## config.mk

```make
export PLATFORM = sky130hd
export DESIGN_NAME = uart_tx_arbiter
export DESIGN_NICKNAME = d
export VERILOG_FILES = /design/src/rtl/uart_arb_pkg.sv /design/src/rtl/rr_picker.sv /design/src/rtl/uart_tx_arbiter.sv
export SDC_FILE = /design/constraint.sdc
export NUM_CORES = 1
export LEC_CHECK = 0
export CAP_MARGIN = 20
export CORE_UTILIZATION = 50
export CTS_BUF_LIST = sky130_fd_sc_hd__clkbuf_2 sky130_fd_sc_hd__clkbuf_4 sky130_fd_sc_hd__clkbuf_8
export DETAILED_ROUTE_END_ITERATION = 10
export GPL_ROUTABILITY_DRIVEN = 1
export GPL_TIMING_DRIVEN = 0
export HOLD_SLACK_MARGIN = 0.05
export PLACE_DENSITY = 0.87
export SETUP_SLACK_MARGIN = 0.4
export SLEW_MARGIN = 20
export SYNTH_ARGS = -nofsm -noshare
export SYNTH_HDL_FRONTEND = slang
export SYNTH_SLANG_ARGS = --single-unit
```

## constraint.sdc

```tcl
create_clock -name clk -period 3.9 [get_ports clk]
set_input_delay 0.78 -clock clk [delete_from_list [all_inputs] [get_ports clk]]
set_output_delay 0.78 -clock clk [all_outputs]
set_load 0.01 [all_outputs]
```

## src/rtl/uart_arb_pkg.sv

```systemverilog
// Shared types and defaults for the UART TX arbiter: FSM state encoding,
// parameter defaults and the round-robin successor helper.
package uart_arb_pkg;

  typedef enum logic [1:0] {
    ST_IDLE      = 2'd0,
    ST_WAIT_BUSY = 2'd1,
    ST_WAIT_DONE = 2'd2
  } arb_state_t;

  localparam int N_REQ_DEF         = 4;
  localparam int DATA_W_DEF        = 8;
  localparam int START_TIMEOUT_DEF = 16;

  function automatic int next_idx(input int idx, input int n);
    return (idx + 1 == n) ? 0 : idx + 1;
  endfunction

endpackage

```

## src/rtl/rr_picker.sv

```systemverilog
// Combinational find-first-set over req_valid starting at ptr, wrapping modulo N_REQ.
// Zero latency; no flow control of its own.
module rr_picker #(
  parameter int N_REQ = 4
) (
  input  logic [N_REQ-1:0]         req_valid,
  input  logic [$clog2(N_REQ)-1:0] ptr,
  output logic                     found,
  output logic [$clog2(N_REQ)-1:0] idx
);

  localparam int PW = $clog2(N_REQ);

  // Walk from the farthest offset back to ptr so the closest hit wins.
  always_comb begin
    found = 1'b0;
    idx   = '0;
    for (int k = N_REQ - 1; k >= 0; k--) begin
      if (req_valid[PW'((int'(ptr) + k) % N_REQ)]) begin
        found = 1'b1;
        idx   = PW'((int'(ptr) + k) % N_REQ);
      end
    end
  end

endmodule

```

## src/rtl/uart_tx_arbiter.sv

```systemverilog
// Round-robin share of one UART TX among N_REQ byte sources; grant one edge after valid in IDLE.
// Backpressure: a source holds its byte until its one-cycle req_ready; no grant while uart_busy is high.
module uart_tx_arbiter
  import uart_arb_pkg::*;
#(
  parameter int N_REQ         = N_REQ_DEF,
  parameter int DATA_W        = DATA_W_DEF,
  parameter int START_TIMEOUT = START_TIMEOUT_DEF
) (
  input  logic                      clk,
  input  logic                      reset,
  input  logic [N_REQ-1:0]          req_valid,
  input  logic [N_REQ*DATA_W-1:0]   req_data,
  output logic [N_REQ-1:0]          req_ready,
  output logic                      uart_start,
  output logic [DATA_W-1:0]         uart_data,
  input  logic                      uart_busy,
  output logic [$clog2(N_REQ)-1:0]  grant_id,
  output logic                      active,
  output logic                      tx_done,
  output logic                      timeout_err
);

  localparam int PW = $clog2(N_REQ);
  localparam int CW = $clog2(START_TIMEOUT) + 1;
  localparam logic [CW-1:0] CNT_LAST = CW'(START_TIMEOUT - 1);

  arb_state_t          state_q;
  logic [PW-1:0]       ptr_q;
  logic [CW-1:0]       cnt_q;

  logic                pick_found;
  logic [PW-1:0]       pick_idx;
  logic [DATA_W-1:0]   pick_dat;
  logic [N_REQ-1:0]    pick_oh;
  logic [PW-1:0]       ptr_after_grant;

  rr_picker #(.N_REQ(N_REQ)) u_picker (
    .req_valid (req_valid),
    .ptr       (ptr_q),
    .found     (pick_found),
    .idx       (pick_idx)
  );

  always_comb begin
    pick_dat = '0;
    for (int i = 0; i < N_REQ; i++) begin
      if (pick_idx == PW'(i)) pick_dat = req_data[i*DATA_W +: DATA_W];
    end
  end

  assign pick_oh         = N_REQ'(1) << pick_idx;
  assign ptr_after_grant = PW'(next_idx(int'(grant_id), N_REQ));

  always_ff @(posedge clk or negedge reset) begin
    if (!reset) begin
      state_q     <= ST_IDLE;
      ptr_q       <= '0;
      cnt_q       <= '0;
      req_ready   <= '0;
      uart_start  <= 1'b0;
      uart_data   <= '0;
      grant_id    <= '0;
      active      <= 1'b0;
      tx_done     <= 1'b0;
      timeout_err <= 1'b0;
    end else begin
      req_ready   <= '0;
      tx_done     <= 1'b0;
      timeout_err <= 1'b0;
      unique case (state_q)
        ST_IDLE: begin
          // A frame left over from before reset must finish before we start another.
          if (pick_found && !uart_busy) begin
            req_ready  <= pick_oh;
            uart_data  <= pick_dat;
            grant_id   <= pick_idx;
            uart_start <= 1'b1;
            active     <= 1'b1;
            cnt_q      <= '0;
            state_q    <= ST_WAIT_BUSY;
          end
        end
        ST_WAIT_BUSY: begin
          cnt_q <= cnt_q + CW'(1);
          if (uart_busy) begin
            uart_start <= 1'b0;
            state_q    <= ST_WAIT_DONE;
          end else if (cnt_q == CNT_LAST) begin
            // The acknowledged byte is lost; the requester also forfeits its turn.
            uart_start  <= 1'b0;
            active      <= 1'b0;
            timeout_err <= 1'b1;
            ptr_q       <= ptr_after_grant;
            state_q     <= ST_IDLE;
          end
        end
        ST_WAIT_DONE: begin
          if (!uart_busy) begin
            tx_done <= 1'b1;
            active  <= 1'b0;
            ptr_q   <= ptr_after_grant;
            state_q <= ST_IDLE;
          end
        end
        default: state_q <= ST_IDLE;
      endcase
    end
  end

endmodule

```

==> flow_summary.ini <==
[power]
swShare = 0.395
p_clk_frac = 0.088
p_leak_nw = 0.974
p_per_area_nw_per_um2 = 603
switchingPower_w = 0.000540
seqPwrFrac = 0.339
p_int_w = 0.000826
peakVddDrop_v = 0.000430
total_power_w = 0.00137
pwr-share-comb = 0.573

[timing]
slew_headroom = 0.525
timing.final.crit_share = 0.666
setup_viol = 0
rsz0062_at_grt = false
slew_viol_final = 0
tightest_slew_ps = 706
skew_ps = 10.7
layout_min_cycle_time_ps = 2600
max_freq_ghz = 0.385
setup_tns_ps = 0
finalHoldViolCount = 0

[floorplanning]
num_rows = 20
die_h_um = 59.1
io_pins = 57
dieWidth_um = 59.1
initial_core_util = 0.529
die_area_um2 = 3490
core_um2 = 3080

[clocking]
post_cts_buffers = 0
clkLatencyLatePin_ps = 330
cts_root_buf = clkbuf_4
tritoncts = done
cts_htree_levels = 1
clk_path_buf_depth = 2
cts_resized = 0
cts_sinks = 27
cts-hold-fix-buffers = 0
clk_pin_slew_ps = 150
cts_buffers = 3

[synth]
syn_avg_cell_area_um2 = 9.36
synth.largest_area_cell = dfrtp_1
synth_seq_cells = 27
ys_types = 36
synthSimpleGateAreaFrac = 0.188
ys_seq_area_frac = 0.415
syn_nets = 220
yosysTopAreaCellShare = 0.415
synth_compound_area_frac = 0.224
yosysWarnings = 0
muxShareOfSynthArea = 0.0515
synthAdderAreaFrac = 0.0538
synth_top_family_by_area = compound AO/OA/AOI/OAI gates
syn_inst = 174
synth_area_leaders = dfrtp_1, nand2_1, ha_1
syn-cell-area_um2 = 1630
synth-xor-area-share = 0.00538

[finish]
antennaDiodeCount = 0
drive_gt1_frac = 0.0855
fin_nets = 281
area_delta_synth_final_pct = 39.2
fin_util = 0.736
fin_area_um2 = 2270

[critical_path]
cp_common_cell = nor2_1
max_stage_delay_ps = 630
reg2reg_from = cnt_q[0]
crit_path_top_delay_cell = nor4_1
required_ps = 4170
crit_chain = clkdlybuf4s50_1, nor2_1, nor4_1, nor2_1, o31ai_1, a211o_1
reg2reg_slack_ps = 1790
critPathKind = in -> reg
critPathCaptureType = flip-flop
crit_arrival_ps = 2870
path_max_fanout = 7
cp-start-kind = input pin
critPathLaunch = req_valid[1]

[routing]
wl_per_cell_um = 13.5
drt-total-wl_um = 3750
dr_total_vias = 1538
viasPerCell = 5.53
first_pass_iters = 5
ant_nets = 0
drt_iter0_markers = 78
drc = 0

[placement]
place_hpwl_um = 2890
place_congestion = 0.853
io_buffers = 56
place_area_um2 = 2240

[grt]
antenna_found_initial = 0
grt_util_all_layers = 0.227
grt_pass1_wl_um = 6040
grt_pass1_vias = 1381
grt_overflow_total = 0
grt_max_degree = 28

[status]
status = complete, no violations

[run]
cap_violations = 0

[hold_path]
hp-class = in -> async
[layout make-up]
class / count / area [µm²]
fill: 247 / 812
timing repair buffer: 56 / 556
clock buffer: 3 / 22.5
buffer: 8 / 71.3
sequential: 27 / 676
tap: 44 / 55.1
clock inverter: 1 / 5.00
inverter: 8 / 30.0
multi-input combinational: 131 / 851
[cells in the final DEF (no fill, tap or decap), types with 2 or more instances in the layout]
cell             instances
clkdlybuf4s50_1         55
nand2_1                 27
dfrtp_1                 27
o21ai_0                 15
nor2_1                  13
nand3_1                 10
a211o_1                  9
inv_1                    8
ha_1                     7
a211oi_1                 6
mux2i_1                  5
nor2b_1                  4
buf_6                    4
o31ai_1                  4
o211ai_1                 4
mux2_2                   3
clkbuf_4                 3
or4_4                    2
and3_4                   2
nor4_1                   2
clkbuf_1                 2
nor3_1                   2
and3_1                   2
buf_2                    2
a22o_1                   2
[worst paths after layout]
kind / endpoint / cells after the start
setup / recovery: uart_data[5] / 6
hold / removal: state_q[0] / 1
setup reg to reg: ptr_q[1] / 7
hold reg to reg: cnt_q[4] / 2
max in group asynchronous: uart_data[7] / 1
min in group clk: cnt_q[4] / 2
[synth_stat cells]
master and instances:
a32oi_1 1, clkbuf_1 2, inv_1 8, a32o_1 1, nor3_1 2, buf_6 4
mux2i_1 5, mux2_2 3, nand3_1 10, a211oi_1 6, nor2b_1 4, o21ba_2 1
o22ai_1 1, nor2_1 13, a211o_2 1, dfrtp_1 27, a22o_1 2, a31oi_1 1
o21ai_0 15, a221oi_1 1, nand2_1 27, ha_1 7, a211o_1 9, or4_4 2
xnor2_1 1, a22oi_1 1, nor4_1 2, a41oi_1 1, and3_1 2, buf_2 1
o211ai_1 4, a21oi_1 1, clkbuf_8 1, and3_4 2, o31ai_1 4, o21bai_1 1
[power groups by stage]
stage                     Combinational (W)  Sequential [W]  Clock (W)
final                              0.000783        0.000463   0.000121
after floorplan                    0.000478        0.000488          0
after detailed placement           0.000782        0.000470          0
after global placement             0.000769        0.000464          0
after global routing               0.000867        0.000479   0.000133
after CTS                          0.000786        0.000463   0.000123
[registers in the layout, summed over array words and instances, names as in the netlist, 2 cells and up]
| register | flops |
|---|---|
| cnt_q | 5 |
| grant_id | 2 |
| ptr_q | 2 |
| req_ready | 4 |
| state_q | 2 |
| uart_data | 8 |
[critical path: cells and delay by family]
family | cells | cell delay (ps)
simple gates | 3 | 1020
buf+inv | 1 | 590
compound gates | 2 | 470
[through the flow]
| step | setup slack, ps | hold slack (ps) | cells |
|---|---|---|---|
| after detailed placement | 979 | 471 | 274 |
| after global routing | 1170 | 473 | 278 |
| after CTS | 1330 | 447 | 278 |
| after floorplan | 1630 | 450 | 174 |
| after global placement | 1000 | 465 | 274 |
| final | 1300 | 430 | 278 |
[routing by layer]
metal	wire length (µm)	share of wire	track usage	vias up
li1	-	-	-	758
met1	1820	0.48	0.327	725
met2	1690	0.45	0.360	51
met3	201	0.054	0.0262	4
met4	41	0.011	0.0714	0
met5	0	0	0	-
[cell families after synthesis]
logic type	count (synthesis)
XOR/XNOR	1
flip-flops	27
adder cells (fa/ha/maj)	7
AO/OA/AOI/OAI	51
buffers and inverters	16
AND/OR/NAND/NOR	64
multiplexers	8
Note: power is estimated with default switching activity, not from simulation.
